## src/rtl/load_store_unit.sv

```systemverilog
// Load/store unit that splits byte, halfword and word accesses into single-byte
// memory cycles, assembling load data and slicing store data by configured endianness.
module load_store_unit #(
  parameter bit BIG_ENDIAN = 1'b1
) (
  input  logic        clk,
  input  logic        reset,
  input  logic        req_valid,
  output logic        req_ready,
  input  logic        req_write,
  input  logic [1:0]  req_size,
  input  logic        req_signed,
  input  logic [31:0] req_addr,
  input  logic [31:0] req_wdata,
  output logic        resp_valid,
  output logic [31:0] resp_rdata,
  output logic        resp_err,
  output logic [31:0] mem_addr,
  output logic [7:0]  mem_wdata,
  output logic        mem_read,
  output logic        mem_write,
  input  logic [7:0]  mem_rdata
);

  typedef enum logic [1:0] {IDLE, ACCESS, DONE} state_t;

  state_t      r_state;
  logic        r_write;
  logic        r_signed;
  logic [1:0]  r_size;
  logic [1:0]  r_cnt;
  logic [1:0]  r_last;     // nbytes - 1
  logic [31:0] r_addr;
  logic [31:0] r_wdata;
  logic [31:0] r_asm;
  logic        r_resp_valid;
  logic        r_resp_err;
  logic [31:0] r_resp_rdata;
  logic [31:0] r_mem_addr;
  logic [7:0]  r_mem_wdata;
  logic        r_mem_read;
  logic        r_mem_write;

  logic [1:0]  w_req_last;
  logic        w_req_err;
  logic [31:0] w_asm_next;
  logic [31:0] w_ext;

  // Bit lane (in bytes) that access byte k occupies within the right-aligned value.
  function automatic logic [1:0] lane(input logic [1:0] last, input logic [1:0] k);
    return BIG_ENDIAN ? (last - k) : k;
  endfunction

  function automatic logic [7:0] sel_byte(input logic [31:0] d, input logic [1:0] last,
                                          input logic [1:0] k);
    return d[{lane(last, k), 3'b000} +: 8];
  endfunction

  always_comb begin
    case (req_size)
      2'b00:   w_req_last = 2'd0;
      2'b01:   w_req_last = 2'd1;
      default: w_req_last = 2'd3;
    endcase
    w_req_err = (req_size == 2'b11) ||
                (req_size == 2'b01 && req_addr[0]) ||
                (req_size == 2'b10 && req_addr[1:0] != 2'b00);
    w_asm_next = r_asm;
    w_asm_next[{lane(r_last, r_cnt), 3'b000} +: 8] = mem_rdata;
    case (r_size)
      2'b00:   w_ext = {{24{r_signed & w_asm_next[7]}}, w_asm_next[7:0]};
      2'b01:   w_ext = {{16{r_signed & w_asm_next[15]}}, w_asm_next[15:0]};
      default: w_ext = w_asm_next;
    endcase
  end

  always_ff @(posedge clk or posedge reset) begin
    if (reset) begin
      r_state      <= IDLE;
      r_write      <= 1'b0;
      r_signed     <= 1'b0;
      r_size       <= 2'b00;
      r_cnt        <= 2'd0;
      r_last       <= 2'd0;
      r_addr       <= 32'd0;
      r_wdata      <= 32'd0;
      r_asm        <= 32'd0;
      r_resp_valid <= 1'b0;
      r_resp_err   <= 1'b0;
      r_resp_rdata <= 32'd0;
      r_mem_addr   <= 32'd0;
      r_mem_wdata  <= 8'd0;
      r_mem_read   <= 1'b0;
      r_mem_write  <= 1'b0;
    end else begin
      case (r_state)
        IDLE: begin
          if (req_valid) begin
            r_write  <= req_write;
            r_signed <= req_signed;
            r_size   <= req_size;
            r_addr   <= req_addr;
            r_wdata  <= req_wdata;
            r_cnt    <= 2'd0;
            r_last   <= w_req_last;
            r_asm    <= 32'd0;
            if (w_req_err) begin
              r_state      <= DONE;
              r_resp_valid <= 1'b1;
              r_resp_err   <= 1'b1;
              r_resp_rdata <= 32'd0;
            end else begin
              r_state     <= ACCESS;
              r_mem_addr  <= req_addr;
              r_mem_read  <= ~req_write;
              r_mem_write <= req_write;
              r_mem_wdata <= req_write ? sel_byte(req_wdata, w_req_last, 2'd0) : 8'd0;
            end
          end
        end
        ACCESS: begin
          r_asm <= w_asm_next;
          if (r_cnt == r_last) begin
            r_state      <= DONE;
            r_mem_addr   <= 32'd0;
            r_mem_wdata  <= 8'd0;
            r_mem_read   <= 1'b0;
            r_mem_write  <= 1'b0;
            r_resp_valid <= 1'b1;
            r_resp_err   <= 1'b0;
            r_resp_rdata <= r_write ? 32'd0 : w_ext;
          end else begin
            r_cnt       <= r_cnt + 2'd1;
            r_mem_addr  <= r_addr + {30'd0, r_cnt + 2'd1};
            r_mem_wdata <= r_write ? sel_byte(r_wdata, r_last, r_cnt + 2'd1) : 8'd0;
          end
        end
        DONE: begin
          r_state      <= IDLE;
          r_resp_valid <= 1'b0;
          r_resp_err   <= 1'b0;
          r_resp_rdata <= 32'd0;
        end
        default: r_state <= IDLE;
      endcase
    end
  end

  assign req_ready  = (r_state == IDLE);
  assign resp_valid = r_resp_valid;
  assign resp_err   = r_resp_err;
  assign resp_rdata = r_resp_rdata;
  assign mem_addr   = r_mem_addr;
  assign mem_wdata  = r_mem_wdata;
  assign mem_read   = r_mem_read;
  assign mem_write  = r_mem_write;

endmodule

```

## config.mk

```make
export PLATFORM = sky130hd
export DESIGN_NAME = load_store_unit
export DESIGN_NICKNAME = d
export VERILOG_FILES = /design/src/rtl/load_store_unit.sv
export SDC_FILE = /design/constraint.sdc
export NUM_CORES = 1
export LEC_CHECK = 0
export CORE_UTILIZATION = 45
export CTS_BUF_LIST = sky130_fd_sc_hd__clkbuf_2 sky130_fd_sc_hd__clkbuf_4 sky130_fd_sc_hd__clkbuf_8
export DETAILED_ROUTE_END_ITERATION = 7
export PLACE_DENSITY = 0.69
export SYNTH_ARGS = -nofsm -noshare
export SYNTH_HDL_FRONTEND = slang
export SYNTH_SLANG_ARGS = --single-unit
```

## constraint.sdc

```tcl
create_clock -name clk -period 11.7 [get_ports clk]
set_clock_uncertainty 0.15 [all_clocks]
set_input_delay 2.34 -clock clk [delete_from_list [all_inputs] [get_ports clk]]
set_output_delay 2.34 -clock clk [all_outputs]
set_load 0.03 [all_outputs]
```

==> out/results.tsv, run 1 <==
stage	metric	value	unit
outcome	status	finished, final reports clean	
timing	Tightest Pin Transition	1.008	ns
power	Cell Pwr Density	261.0	mW/mm^2
timing	Rel. slew slack	32.54	%
yosys	Mean Syn Cell Area	10.66	um^2
yosys	Synth Flop Type	dfrtp_1	
power	sequential share of power	35.6	%
power	PnR Total Power	2.842	mW
floorplan	Cell Rows	50	
timing	fmax	191.6	MHz
clock_network	hold buffer count at CTS	0	
yosys	post-synthesis mux area share	11.67	%
clock_network	clock sink count	175	
critical_path	Worst Path Required	11.91	ns
hold_path	Min-Delay Endpoint	r_asm[19]	
yosys	register bit count reported by yosys	175	
cells_and_area	Core Util, Final	57.81	%
detailed_routing	vias	6770	
floorplan	Die Ht	141.3	um
timing	Slew Limit Fails	0	
timing	Setup TNS	0	ns
global_routing	initial antenna violation count	0	
yosys	top post-synthesis cells by area	dfrtp_1 50%, mux2_2 8.6%, a22o_1 4.1%	
placement	RePlAce Congestion	0.8152	
detailed_routing	TritonRoute pass-1 iters	5	
yosys	Post-Syn Nets	909	
power	Clk pwr share	16.1	%
critical_path	R2R setup slack	8.21	ns
cells_and_area	final std cells w/o fill	1224	
yosys	count of different cell masters after synthesis	62	
critical_path	Worst path max stage delay	0.82	ns
floorplan	Die X	141.3	um
cells_and_area	commonest non-fill, non-tap cell in the layout	dfrtp_1	
power	leak pwr	4.524	nW
clock_network	root buffer cell	clkbuf_8	
floorplan	Core Area	0.01883	mm^2
timing	final hold violation count	0	
hold_path	path category of the worst min-delay check	register to register	
clock_network	worst-case clock buffer depth	2	
cells_and_area	Nets	1041	
detailed_routing	drt wl/cell	17.47	um
run	# Max-Cap Violations	0	
timing	Final Critical Period	5.218	ns
hold_path	Hold Crit Start	r_asm[19]	
global_routing	largest net degree at the start of global routing	76	
critical_path	delay-heaviest family, CP	buffers and inverters	
cells_and_area	highest-count cells in the layout ignoring fill and taps	175 x dfrtp_1, 155 x clkdlybuf4s50_1, 80 x nand2_1, 67 x mux2_2	
placement	HPWL Detailed	14730	um
global_routing	vias in the first global route	6649	
timing	final setup vio count	0	
detailed_routing	Iteration-0 DRC Markers	387	
clock_network	clock slew at reported path FFs	0.09	ns
global_routing	global-route wire length before repair	34850	um
clock_network	post-CTS setup buffers	0	
cells_and_area	Area growth, synth to finish	24.73	%
timing	Final Cycle Share	44.60	%
global_routing	gr ovfl total	0	
yosys	Synth Cell Area	0.008727	mm^2
global_routing	Tot GR Track Use	22.30	%
yosys	EDFF count, synth	0	
clock_network	CTS tree	yes	
placement	post-placement cell count	1192	
yosys	Ys Warns	0	
critical_path	CP max FO	37	
critical_path	FF-to-FF path depth	7	
hold_path	Hold Path Cell Cnt	2	
detailed_routing	DR vias/cell	5.531	
critical_path	CP Capture Type	register	
critical_path	Worst Path Arrival	5.43	ns
yosys	Post-Synth XOR/XNOR Area	3.369	%
detailed_routing	Post-Route WL	21390	um
power	Psw	1.195	mW
cells_and_area	final instance area	0.01089	mm^2
power	Combinational Power Share	48.3	%
yosys	largest family of logic cells by synthesized area	compound AO/OA/AOI/OAI gates	
critical_path	Worst Path Class, Setup	primary input to register	
floorplan	initial core utilization	46.35	%
yosys	share of the synthesized area in the top cell type	50.18	%
critical_path	CP startpoint kind	primary input	
critical_path	FF-to-FF Start	r_state[1]	
yosys	cell taking the most area after synthesis	dfrtp_1	
critical_path	CP bufs+invs	2	
clock_network	H-Tree Depth	4	
detailed_routing	Remaining DRCs	0	
yosys	Synth Area in Adders	1.663	%
clock_network	clk_lat worst skew	0.47	ns
yosys	Mapped Cells	819	
power	design internal power	1.646	mW
clock_network	total CTS buffers	17	
yosys	Synth Area in Simple Gates	13.43	%
critical_path	reg-to-reg endpoint	mem_wdata[3]	
clock_network	PostCTS Resize Cnt	0	
floorplan	Ports	156	
yosys	Synth Area in Compound Gates	16.13	%
critical_path	slowest CP cell	clkdlybuf4s50_1	
timing	RSZ-0062 raised after global routing	false	
placement	IO buf count	155	
power	peak supply drop	0.0001943	V
critical_path	CP Cell Sequence	clkdlybuf4s50_1 > or2_2 > a311oi_4 > buf_4 > nand4_1 > o221ai_1	
floorplan	die area	0.01995	mm^2
yosys	Post-synth ARST share	100.0	%
placement	Cell Area, Placed	0.01045	mm^2
yosys	sequential area share after synthesis	50.18	%
power	switch share	42.06	%
detailed_routing	Routed Antenna Nets	0	
cells_and_area	share of cells above drive strength 1	13.91	%
routing by layer:
layer  part of all wire (%)  vias to the layer above  track usage [%]
met3                    5.5                       23            5.434
met1                     46                     3323            30.48
met5                      0                        -                0
met2                     47                      200            35.02
met4                    1.6                        0            6.865
li1                       -                     3224                -
final cells by class:
class	count	area [um^2]
fill	1619	7945
sequential	175	4379
multi-input combinational	571	4046
timing repair buffer	162	1604
tap	260	325.3
clock buffer	23	304.0
clock inverter	8	128.9
inverter	24	95.09
antenna	1	2.502
tightest hold or removal path, stage by stage, from the launching register on:
cell	delay, ns
dfrtp_1	0.35
nand2_1	0.05
o21ai_0	0.06
how the worst max path moves through the flow:
stage	startpoint	to	slack (ns)	cells after the start
6_report	req_size[1]	mem_wdata[3]	6.48	6
5_1_grt	req_size[1]	mem_wdata[5]	6.26	6
4_1_cts	req_size[1]	mem_wdata[3]	6.48	6
3_5_place_dp	req_size[1]	mem_wdata[3]	5.97	6
3_3_place_gp	req_size[1]	mem_wdata[0]	6.13	6
2_1_floorplan	reset	mem_addr[0]	4.46	1
state kept, by name, summed over array words and instances, names as in the netlist:
name / cells
resp_err: 1
mem_write: 1
resp_rdata: 32
r_cnt: 2
r_wdata: 32
r_state: 2
mem_wdata: 8
r_size: 2
r_asm: 25
r_write: 1
r_signed: 1
resp_valid: 1
r_last: 2
mem_read: 1
r_addr: 32
mem_addr: 32
cells in the mapped netlist (3+ instances only):
master	instances
buf_2	11
nand2_1	81
clkbuf_1	27
xor2_1	7
and3_1	18
o31a_1	4
mux2_2	67
o21ai_0	40
dfrtp_1	175
a21boi_0	8
nor2_1	45
nor3_1	6
and4_1	4
or2_2	3
and2_1	3
buf_4	6
xnor2_1	21
nand4_2	3
o221ai_1	8
o21ai_1	19
nand4_1	13
a221oi_1	10
inv_1	23
o22ai_1	8
nor4_1	6
a31oi_1	9
ha_1	10
buf_1	5
nand2b_1	12
a21oi_1	45
nand3_1	19
mux2i_1	25
a22o_1	41
logic make-up after synthesis:
family	after synthesis
xor gates and xnor gates	31
DFF	175
AOI/OAI and AO/OA	207
adders and majority gates	11
muxes	93
and+or+nand+nor	229
buffers and inverters	73
through the flow:
stage	setup slack (ns)	hold slack [ns]
after global routing	6.264	0.3676
after CTS	6.476	0.3377
after floorplan	4.465	0.2935
after detailed placement	5.974	0.3143
after global placement	6.129	0.3086
final	6.482	0.3358
power groups by stage:
stage / combinational, mW / clock, mW / sequential [mW]
3_3_place_gp: 1.37 / 0 / 1.02
5_1_grt: 1.50 / 0.487 / 1.04
2_1_floorplan: 0.864 / 0 / 1.11
3_5_place_dp: 1.38 / 0 / 1.02
4_1_cts: 1.39 / 0.464 / 1.01
6_report: 1.37 / 0.457 / 1.01
Note: power is estimated with default switching activity, not from simulation.
==> inputs of run 2 (changes only) <==
- clock period: 11.7 -> 5.25 ns (I/O delays scaled with it)
==> run 2 against run 1 <==
Design area grew 0.31%. Combinational power grew 120%. Flip-flop and latch count is the same. Routed wire length grew 0.87%. Worst setup slack lost 4.6 ns. Utilization grew 0.18 points.
==> out/results.tsv, run 2 (synthesis results as in run 1) <==
stage	metric	value	unit
outcome	status	finished, final reports clean	
cells_and_area	Core Util, Final	57.99	%
floorplan	Die Ht	141.3	um
cells_and_area	share of cells above drive strength 1	14.09	%
clock_network	clk_lat worst skew	0.45	ns
power	design internal power	3.690	mW
critical_path	CP max FO	11	
detailed_routing	Iteration-0 DRC Markers	510	
timing	final hold violation count	0	
power	peak supply drop	0.0002913	V
clock_network	clock sink count	175	
power	switch share	41.79	%
clock_network	worst-case clock buffer depth	2	
hold_path	Hold Path Cell Cnt	2	
placement	RePlAce Congestion	0.8055	
timing	fmax	294.8	MHz
detailed_routing	Routed Antenna Nets	0	
global_routing	gr ovfl total	0	
clock_network	post-CTS setup buffers	0	
timing	Slew Limit Fails	0	
detailed_routing	DR vias/cell	5.536	
clock_network	H-Tree Depth	4	
cells_and_area	highest-count cells in the layout ignoring fill and taps	175 x dfrtp_1, 155 x clkdlybuf4s50_1, 80 x nand2_1, 67 x mux2_2	
global_routing	vias in the first global route	6509	
timing	Rel. slew slack	33.39	%
critical_path	FF-to-FF path depth	8	
floorplan	Core Area	0.01883	mm^2
critical_path	CP Capture Type	output port	
cells_and_area	Nets	1043	
power	leak pwr	4.541	nW
floorplan	Ports	156	
detailed_routing	drt wl/cell	17.61	um
timing	Tightest Pin Transition	0.9958	ns
run	# Max-Cap Violations	0	
timing	RSZ-0062 raised after global routing	false	
critical_path	beginning of the critical path	r_state[0]	
clock_network	PostCTS Resize Cnt	0	
critical_path	Worst Path Class, Setup	register to output port	
global_routing	global-route wire length before repair	34880	um
timing	Setup TNS	0	ns
cells_and_area	ant diodes	0	
global_routing	largest net degree at the start of global routing	176	
clock_network	hold buffer count at CTS	0	
timing	Final Critical Period	3.393	ns
critical_path	CP startpoint kind	register	
critical_path	Worst Path Arrival	2.19	ns
detailed_routing	Remaining DRCs	0	
power	Clk pwr share	16.2	%
floorplan	Die X	141.3	um
clock_network	clock slew at reported path FFs	0.09	ns
placement	IO buf count	155	
power	Psw	2.649	mW
clock_network	total CTS buffers	17	
hold_path	path category of the worst min-delay check	register to register	
floorplan	die area	0.01995	mm^2
timing	final setup vio count	0	
detailed_routing	TritonRoute pass-1 iters	5	
global_routing	initial antenna violation count	0	
power	sequential share of power	35.6	%
detailed_routing	Post-Route WL	21570	um
hold_path	Hold Crit Start	r_asm[21]	
placement	HPWL Detailed	14750	um
detailed_routing	vias	6782	
power	Cell Pwr Density	580.5	mW/mm^2
critical_path	FF-to-FF Start	r_cnt[0]	
cells_and_area	Area growth, synth to finish	25.12	%
timing	Final Cycle Share	64.62	%
clock_network	root buffer cell	clkbuf_8	
power	Combinational Power Share	48.2	%
global_routing	Tot GR Track Use	22.47	%
cells_and_area	commonest non-fill, non-tap cell in the layout	dfrtp_1	
clock_network	CTS tree	yes	
floorplan	Cell Rows	50	
floorplan	initial core utilization	46.35	%
critical_path	Worst Path Required	4.05	ns
run 2: changes by cell type in the layout (fill, tap and decap cells not counted):
cell	previous run	this run
buf_12	0	1
buf_4	7	8
clkbuf_8	21	22
clkinv_2	1	0
clkinv_4	2	3
diode_2	1	0
inv_6	2	1
run 2: area by class of cell:
type	count	area (um^2)
clock buffers	24	317.8
clock inverters	7	125.1
fillers	1615	7911
inverters	24	93.84
multi-input cells	571	4046
flip-flops and latches	175	4379
well taps	260	325.3
repair buffers	164	1632
run 2: per-stage QoR:
| stage | instances | worst slack, ns | power, mW | hold slack [ns] | cell area (um^2) |
|---|---|---|---|---|---|
| after floorplan | 819 | 1.811 | 4.406 | 0.2935 | 8731 |
| after global placement | 1194 | 1.522 | 5.279 | 0.3072 | 10480 |
| after detailed placement | 1194 | 1.465 | 5.345 | 0.3154 | 10480 |
| after CTS | 1225 | 1.819 | 6.382 | 0.3352 | 10920 |
| after global routing | 1225 | 1.733 | 6.762 | 0.3597 | 10920 |
| final | 1225 | 1.857 | 6.338 | 0.3311 | 10920 |
run 2: power by group through the flow:
stage	logic, mW	registers, mW	clock network, mW
2_1_floorplan	1.93	2.48	0
3_3_place_gp	3.02	2.26	0
3_5_place_dp	3.07	2.27	0
4_1_cts	3.08	2.25	1.05
5_1_grt	3.33	2.33	1.11
6_report	3.06	2.26	1.03
run 2: final timing paths:
kind | to | slack, ns
setup reg to reg | resp_rdata[17] | 2.08
hold / removal | r_asm[21] | 0.33
hold reg to reg | r_asm[21] | 0.33
setup / recovery | req_ready | 1.86
max in group asynchronous | resp_rdata[20] | 3.17
min in group asynchronous | r_wdata[19] | 1.05
run 2: metal layers:
layer	GRT usage, %	part of all wire [%]	wire [um]
met5	0	0	0
met4	7.380	1.7	360
met3	4.387	4.4	952
met2	34.37	46	9930
met1	32.11	48	10330
run 2: critical path, stage by stage (launching register included):
cell	delay (ns)
dfrtp_1	0.42
inv_1	0.10
ha_1	0.44
clkdlybuf4s50_1	0.78
